`config.mk`:
```
export PLATFORM = sky130hd
export DESIGN_NAME = alu_sequencer
export DESIGN_NICKNAME = d
export VERILOG_FILES = /design/src/rtl/alu_sequencer.sv
export SDC_FILE = /design/constraint.sdc
export NUM_CORES = 1
export LEC_CHECK = 0
export CORE_MARGIN = 1.5
export CORE_UTILIZATION = 40
export CTS_CLUSTER_DIAMETER = 30
export CTS_CLUSTER_SIZE = 12
export DETAILED_ROUTE_END_ITERATION = 10
export GPL_ROUTABILITY_DRIVEN = 1
export PLACE_DENSITY = 0.59
export SKIP_LAST_GASP = 1
export SLEW_MARGIN = 15
export SYNTH_ARGS = -nofsm -noshare
export SYNTH_HDL_FRONTEND = slang
export SYNTH_SLANG_ARGS = --single-unit
```
`constraint.sdc`:
```
create_clock -name clk -period 4.4 [get_ports clk]
set_input_delay 0.66 -clock clk [delete_from_list [all_inputs] [get_ports clk]]
set_output_delay 0.66 -clock clk [all_outputs]
set_load 0.01 [all_outputs]
```
`src/rtl/alu_sequencer.sv`:
```
// alu_sequencer: multi-cycle 64-bit ALU with a valid/ready command port and a
// valid/ready result port.
//
// A command is accepted on any edge where cmd_valid & cmd_ready. It then spends
// one cycle in EXEC, plus one extra cycle per bit for SHR/SHL. The result is
// held in HOLD until the consumer takes it.
//
// Ports
//   clk         rising-edge clock for all state
//   rst_n       asynchronous active-low reset
//   cmd_valid   command present
//   cmd_ready   sequencer accepts a command this cycle
//   cmd_sel     [0] invert a, [1] invert b, [4:2] op code
//               001 OR, 010 AND, 011 XOR, 100 ADD, 101 SHR, 110 SHL
//   cmd_a       operand a
//   cmd_b       operand b (b[5:0] is the shift amount for SHR/SHL)
//   cmd_cin     adder carry-in
//   res_valid   result held and valid
//   res_ready   consumer takes the result
//   res_out     64-bit result
//   res_cout    adder carry-out (0 for non-ADD ops)
//   res_status  flags: [3]=N, [2]=V, [1]=Z, [0]=C
//   res_err     illegal op code (000 or 111)
//   op_count    number of completed result handshakes, wraps
module alu_sequencer #(
    parameter int unsigned CNT_W = 16
) (
    input  logic             clk,
    input  logic             rst_n,
    input  logic             cmd_valid,
    output logic             cmd_ready,
    input  logic [4:0]       cmd_sel,
    input  logic [63:0]      cmd_a,
    input  logic [63:0]      cmd_b,
    input  logic             cmd_cin,
    output logic             res_valid,
    input  logic             res_ready,
    output logic [63:0]      res_out,
    output logic             res_cout,
    output logic [3:0]       res_status,
    output logic             res_err,
    output logic [CNT_W-1:0] op_count
);

    localparam logic [2:0] OpOr  = 3'b001;
    localparam logic [2:0] OpAnd = 3'b010;
    localparam logic [2:0] OpXor = 3'b011;
    localparam logic [2:0] OpAdd = 3'b100;
    localparam logic [2:0] OpShr = 3'b101;
    localparam logic [2:0] OpShl = 3'b110;

    localparam logic [CNT_W-1:0] CntOne = {{(CNT_W-1){1'b0}}, 1'b1};

    typedef enum logic [1:0] {
        StIdle,
        StExec,
        StHold
    } state_e;

    state_e      state_q;
    logic [63:0] a_q;          // operand a; doubles as the shift working register
    logic [63:0] b_q;
    logic [4:0]  sel_q;
    logic        cin_q;
    logic [5:0]  shift_cnt_q;

    logic        accept;
    logic [2:0]  op_q;
    logic        cmd_is_shift;
    logic [63:0] a_eff;
    logic [63:0] b_eff;
    logic [64:0] sum;
    logic [63:0] shift_step;
    logic [63:0] calc_out;
    logic        calc_cout;
    logic [3:0]  calc_status;
    logic        calc_err;

    // A new command can enter in the same edge the held result retires.
    assign cmd_ready = (state_q == StIdle) || ((state_q == StHold) && res_ready);
    assign accept    = cmd_valid && cmd_ready;

    assign op_q         = sel_q[4:2];
    assign cmd_is_shift = (cmd_sel[4:2] == OpShr) || (cmd_sel[4:2] == OpShl);

    assign a_eff = sel_q[0] ? ~a_q : a_q;
    assign b_eff = sel_q[1] ? ~b_q : b_q;
    assign sum   = {1'b0, a_eff} + {1'b0, b_eff} + {64'd0, cin_q};

    // Shifts are logical with zero fill, one bit per EXEC cycle.
    assign shift_step = (op_q == OpShr) ? (a_q >> 1) : (a_q << 1);

    always_comb begin
        calc_out    = 64'd0;
        calc_cout   = 1'b0;
        calc_status = 4'b0000;
        calc_err    = 1'b0;
        unique case (op_q)
            OpOr:  calc_out = a_eff | b_eff;
            OpAnd: calc_out = a_eff & b_eff;
            OpXor: calc_out = a_eff ^ b_eff;
            OpAdd: begin
                calc_out  = sum[63:0];
                calc_cout = sum[64];
            end
            // By now the working register already holds the fully shifted value.
            OpShr, OpShl: calc_out = a_q;
            default: calc_err = 1'b1;
        endcase
        if (!calc_err) begin
            calc_status[3] = calc_out[63];
            calc_status[2] = (op_q == OpAdd) && (a_eff[63] == b_eff[63])
                             && (calc_out[63] != a_eff[63]);
            calc_status[1] = (calc_out == 64'd0);
            calc_status[0] = calc_cout;
        end
    end

    always_ff @(posedge clk or negedge rst_n) begin
        if (!rst_n) begin
            state_q     <= StIdle;
            a_q         <= 64'd0;
            b_q         <= 64'd0;
            sel_q       <= 5'd0;
            cin_q       <= 1'b0;
            shift_cnt_q <= 6'd0;
            res_valid   <= 1'b0;
            res_out     <= 64'd0;
            res_cout    <= 1'b0;
            res_status  <= 4'b0000;
            res_err     <= 1'b0;
            op_count    <= '0;
        end else begin
            if (res_valid && res_ready) begin
                op_count <= op_count + CntOne;
            end

            if (accept) begin
                a_q         <= cmd_a;
                b_q         <= cmd_b;
                sel_q       <= cmd_sel;
                cin_q       <= cmd_cin;
                shift_cnt_q <= cmd_is_shift ? cmd_b[5:0] : 6'd0;
            end

            unique case (state_q)
                StIdle: begin
                    if (accept) begin
                        state_q <= StExec;
                    end
                end
                StExec: begin
                    if (shift_cnt_q != 6'd0) begin
                        a_q         <= shift_step;
                        shift_cnt_q <= shift_cnt_q - 6'd1;
                    end else begin
                        res_out    <= calc_out;
                        res_cout   <= calc_cout;
                        res_status <= calc_status;
                        res_err    <= calc_err;
                        res_valid  <= 1'b1;
                        state_q    <= StHold;
                    end
                end
                StHold: begin
                    if (res_ready) begin
                        res_valid <= 1'b0;
                        state_q   <= accept ? StExec : StIdle;
                    end
                end
                default: state_q <= StIdle;
            endcase
        end
    end

endmodule

```
# Word-level counts from Yosys, hierarchy flattened

Cells that the tools add are included.

Flip-flop bits (word level): 229
Bits of input ports: 138
Output and inout bits: 88
Word-level logic and storage cells: 75

Add/subtract/negate cells: 4
Eq/ne operators: 15
Multiplexer cells: 22
Bitwise logic cells: 6
Reduce and logical (&&, ||, !) cells: 16

Operators by type and width:

| kind                                                               | count |
|---|---|
| 64-bit 2-to-1 mux                                                  | 6 |
| 64-bit one-hot mux with 5 select lines                             | 1 |
| 64-bit inverter                                                    | 2 |
| 64-bit by 64-bit adder with 65-bit output                          | 1 |
| 65-bit by 1-bit adder with 65-bit output                           | 1 |
| 64-bit AND                                                         | 1 |
| 64-bit logical NOT                                                 | 1 |
| 64-bit OR                                                          | 1 |
| 64-bit bitwise XOR                                                 | 1 |
| 6-bit 2-to-1 mux                                                   | 4 |
| 16-bit by 1-bit adder with 16-bit output, second input constant    | 1 |
| 3-bit == test, second input constant                               | 5 |
| 3-bit by 2-bit == test with 1-bit output, second input constant    | 2 |
| 2-bit 2-to-1 mux                                                   | 3 |
| 2-bit != test, second input constant                               | 3 |
| 2-bit one-hot mux with 3 select lines                              | 1 |
| 3-bit AND reduction                                                | 2 |
| 6-bit nonzero test                                                 | 1 |
| 6-bit OR reduction                                                 | 1 |
| 6-bit by 1-bit subtractor with 6-bit output, second input constant | 1 |
| 1-bit logical AND                                                  | 5 |
| 1-bit 2-to-1 mux                                                   | 5 |
| 4-bit 2-to-1 mux                                                   | 1 |
| 3-bit by 1-bit == test with 1-bit output, second input constant    | 1 |
| other kinds (11)                                                   | 12 |

# Logic depth before layout (Yosys ltp)

Gate-level depths: netlist of run 1.

Depth after elaboration: 8
Depth in mapped cells: 19
Mapped depth without buffers: 17

# Least setup slack after synthesis of run 1

OpenSTA, ideal clock, no wires.

Kind: register -> register
From: register sel_q[0]
To: register res_status[1]
Library setup time: 66 ps
Data arrival time: 4459 ps
Required time: 4334 ps
Slack: -125 ps
Stages on the path, launching flop included: 19
Buffers on the path: 2
Period minus slack after synthesis: 4525 ps
Cells stage by stage: dfrtp_1 -> buf_1 -> clkbuf_1 -> xnor2_1 -> fa_1 -> inv_1 -> fa_1 -> a211oi_1 -> o211ai_1 -> a21oi_1 -> o211ai_1 -> a21o_1 -> a21oi_1 -> o21ai_0 -> or3_1 -> or3_1 -> nor4_2 -> nand4_1 -> nand2_1

Cells in the longest elaborated chain, start to end: 6
Elaborated cells between the ends (all ways): 9
Classes of those cells: add/sub: 2; mux: 3; bitwise: 3; reduce/logical: 1

RTL lines:

| element                                   | RTL line | RTL |
|---|---|---|
| start, declared                           | 63       | `logic [4:0] sel_q;` |
| start signal, assigned                    | 141      | `sel_q <= cmd_sel;` |
| 64-bit 2-to-1 mux *                       | 86       | `assign a_eff = sel_q[0] ? ~a_q : a_q;` |
| 64-bit by 64-bit adder with 65-bit output | 88       | `assign sum = {1'b0, a_eff} + {1'b0, b_eff} + {64'd0, cin_q};` |
| 65-bit by 1-bit adder with 65-bit output  | 88       |  |
| 64-bit one-hot mux with 5 select lines *  | 98       | `unique case (op_q)` |
| 64-bit logical NOT *                      | 114      | `calc_status[1] = (calc_out == 64'd0);` |
| 4-bit 2-to-1 mux *                        | 110      | `if (!calc_err) begin` |
| end signal, assigned                      | 159      | `res_status <= calc_status;` |
| end, declared                             | 40       | `output logic [3:0] res_status,` |

Mark *: on every way between the ends. The rest lies on a longest branch, timed or not.
A chain may end at the register's enable or synchronous reset.

# Final worst setup path of run 1

From: register sel_q[1]
To: register res_status[1]

Cells in the longest elaborated chain, start to end: 6
Elaborated cells between the ends (all ways): 9
Classes of those cells: add/sub: 2; mux: 3; bitwise: 3; reduce/logical: 1

RTL lines:

| element                                   | RTL line | RTL |
|---|---|---|
| 64-bit 2-to-1 mux *                       | 87       | `assign b_eff = sel_q[1] ? ~b_q : b_q;` |
| 64-bit by 64-bit adder with 65-bit output | 88       |  |
| 65-bit by 1-bit adder with 65-bit output  | 88       |  |
| 64-bit one-hot mux with 5 select lines *  | 98       |  |
| 64-bit logical NOT *                      | 114      |  |
| 4-bit 2-to-1 mux *                        | 110      |  |

Marks and branches as above.

==> results of run 1 <==
[per-stage QoR]
step	instances	util, %	setup TNS (ps)
floorplan	2730	-	0
global placement	3694	49.7	-348
detailed placement	3694	49.7	-347
CTS	3827	54.9	0
global route	3831	55.2	-198
finish	3831	55.2	-17.0
[per-layer routing]
metal  vias up  share of wire [%]  global-route usage, %
met1     10100                 50                   48.9
met5         -                  0                      0
met4         0                1.4                   5.93
met2       962                 37                   38.7
li1      10100                  -                      -
met3        67                 11                   8.85
[sequential cells by signal, indices dropped and copies added, names as in the netlist]
name	count
cin_q	1
state_q	2
res_valid	1
res_out	64
op_count	16
sel_q	5
a_q	64
res_err	1
b_q	64
res_status	4
res_cout	1
shift_cnt_q	6
[Yosys cell counts (5+ instances only)]
cell / instances
o21ai_0: 204
nand3_1: 21
a221oi_1: 12
a31oi_1: 76
a211oi_1: 16
mux2_2: 5
or3_1: 16
a22oi_1: 35
nor2b_1: 12
nand2_1: 780
buf_1: 27
clkbuf_1: 120
and2_1: 7
nor3_1: 28
inv_1: 152
nand4_1: 38
o31ai_1: 9
buf_2: 31
nor4_1: 14
o21bai_1: 7
mux2i_1: 66
a21o_1: 28
a211o_1: 5
xnor2_1: 27
o21a_1: 20
a21oi_1: 138
ha_1: 129
dfrtp_1: 229
and3_1: 78
o211ai_1: 15
nor2_1: 122
xor2_1: 152
nand2b_1: 13
o21ai_1: 12
a22o_1: 6
o2111ai_1: 5
[kinds of logic (layout without fill, tap and decap cells)]
| kind of cell | count (synthesis) | count (layout) | synth area share (%) |
|---|---|---|---|
| AOI/OAI and AO/OA | 637 | 637 | 19.9 |
| xor gates and xnor gates | 181 | 181 | 8.05 |
| adders and majority gates | 131 | 131 | 8.32 |
| buffers and inverters | 332 | 769 | 6.51 |
| DFF | 229 | 229 | 28.8 |
| muxes | 71 | 71 | 3.61 |
| and+or+nand+nor | 1149 | 1149 | 24.8 |
[critical path, delay by kind of cell (launching register included)]
family	cells	cell delay [ps]
AO/OA/AOI/OAI	3	410
XOR/XNOR	2	350
adder cells (fa/ha/maj)	1	410
buffers and inverters	3	660
flip-flops	1	500
AND/OR/NAND/NOR	8	1980
[worst paths after layout]
| kind | from | end | slack, ps | cells after the start |
|---|---|---|---|---|
| max in group asynchronous | rst_n | res_out[58] | 3330 | 2 |
| setup / recovery | sel_q[1] | res_status[1] | -20 | 17 |
| setup reg to reg | sel_q[1] | res_status[1] | -20 | 17 |
| hold reg to reg | res_out[35] | res_out[35] | 470 | 2 |
| min in group clk | res_out[35] | res_out[35] | 470 | 2 |
| hold / removal | rst_n | shift_cnt_q[4] | 80 | 1 |
[timing repair]
item                       CTS  global route
gates resized for setup     47            29
buffers inserted            19             4
cloned                       1             0
pin swaps                   28            12
setup endpoints to repair    3             4
[final cells by class]
type / instances / area [µm²]
clock inverters: 41 / 513
flip-flops and latches: 229 / 5740
well taps: 664 / 831
repair buffers: 503 / 4500
fillers: 4624 / 21900
multi-input cells: 2169 / 13200
inverters: 152 / 571
clock buffers: 73 / 1640
==> results.ini, run 1 <==
[route]
drt_iter0_markers=2529
vias=21200
first_pass_iters=5
drt-total-wl_mm=77.8
route.detailed.wl_per_inst_um=20.3
via_per_inst=5.53
drc=0
ant_nets=0

[critical_path]
crit_path_end_kind=flip-flop
slowest_delay_ps=500
path_cells=buf_6 -> bufbuf_16 -> xor2_1 -> ha_1 -> nand4_1 -> or3_4 -> or3_1 -> a211oi_2 -> a211oi_1 -> buf_4 -> o2bb2ai_2 -> xnor2_1 -> nand2_1 -> or4b_1 -> nor4_1 -> nand4_1 -> nand2_1
crit_type=reg -> reg
crit_path_max_fanout=21
worstPathRequired_ps=4930
worstPathArrival_ps=4950
slowest_stage=dfrtp_4
cp-start-kind=flip-flop

[clocking]
path_clk_slew_ps=40
hold_buffers=0
cts_inserted_buffers=60
cts-root-buf=clkbuf_16
ctsHtreeMaxLevel=2
clk_latency_ps=620
clockBufferDepth=3
clock-sinks=229
cts_tree=built

[global_routing]
grt_usage_pct=30.4
grt_pass1_wl_mm=119
grt_pass1_vias=19800
gr-total-overflow=0
antenna_found_initial=0
grt_max_degree=114

[synth]
ys_async_sr_fraction_pct=100
ys_warn_count=0
synth_fp_nets=2999
yosysUniqueCellTypes=77
synth_area_um2=19900
synth_top_cell_by_area=dfrtp_1
synth_ff_type=dfrtp_1
syn_avg_cell_area_um2=7.28
synth_top_area_share_pct=28.8
synth-edff-count=0
seq_area_frac_synth_pct=28.8
ys_top_cells_by_area=dfrtp_1 (29%), nand2_1 (15%), ha_1 (8.1%)
ys_seq_elements=229
synth_cells=2730

[floorplan]
ios=226
die_h_um=226
coreArea_um2=49000
row_count=81
dieArea_um2=51000
die_w_um=226
start_util_pct=40.6

[run_status]
violations=negative setup slack
status=finished with violations

[place]
place.gp.congestion=0.971
place_ws_ps=-299
postPlaceCellArea_um2=24300
portBuffers=225
dp_hpwl_mm=60.4

[sta]
maxSlewHeadroom_pct=23.9
drv_slew=0
worst_slew_pin_slew_ps=1140
min_period_ps=4420
fin_hold_ws_ps=83.9
fin_crit_sh_pct=100
fin_skew_ps=29.0
rsz0062_at_grt=yes
setup_violations=1
fmax_mhz=226
setup_slack_ps=-17.0
hold_violations=0

[final_layout]
design_area_um2=27000
final_common_cell=nand2_1
drive_gt1_share_pct=15.5
syn2layout_area_growth_pct=36.0
n_antenna_cell=0
nets=3384
final_cell_mix=nand2_1 (774), buf_4 (264), dfrtp_1 (224), clkdlybuf4s50_1 (224), o21ai_0 (202)

[hold_path]
hold_path.class=in -> async

[run]
cap_violations=0

Power of run 1 is left out: the tool's default activity adds up to more than one toggle a clock period on the data nets, which glitch-free logic cannot reach.
==> inputs of run 2 (changes only) <==
CAP_MARGIN = 20   (was not set)
==> results of run 2 <==
The final DEF is identical to that of run 1; final timing and power are the same.
Power of run 2 is left out for the same reason.
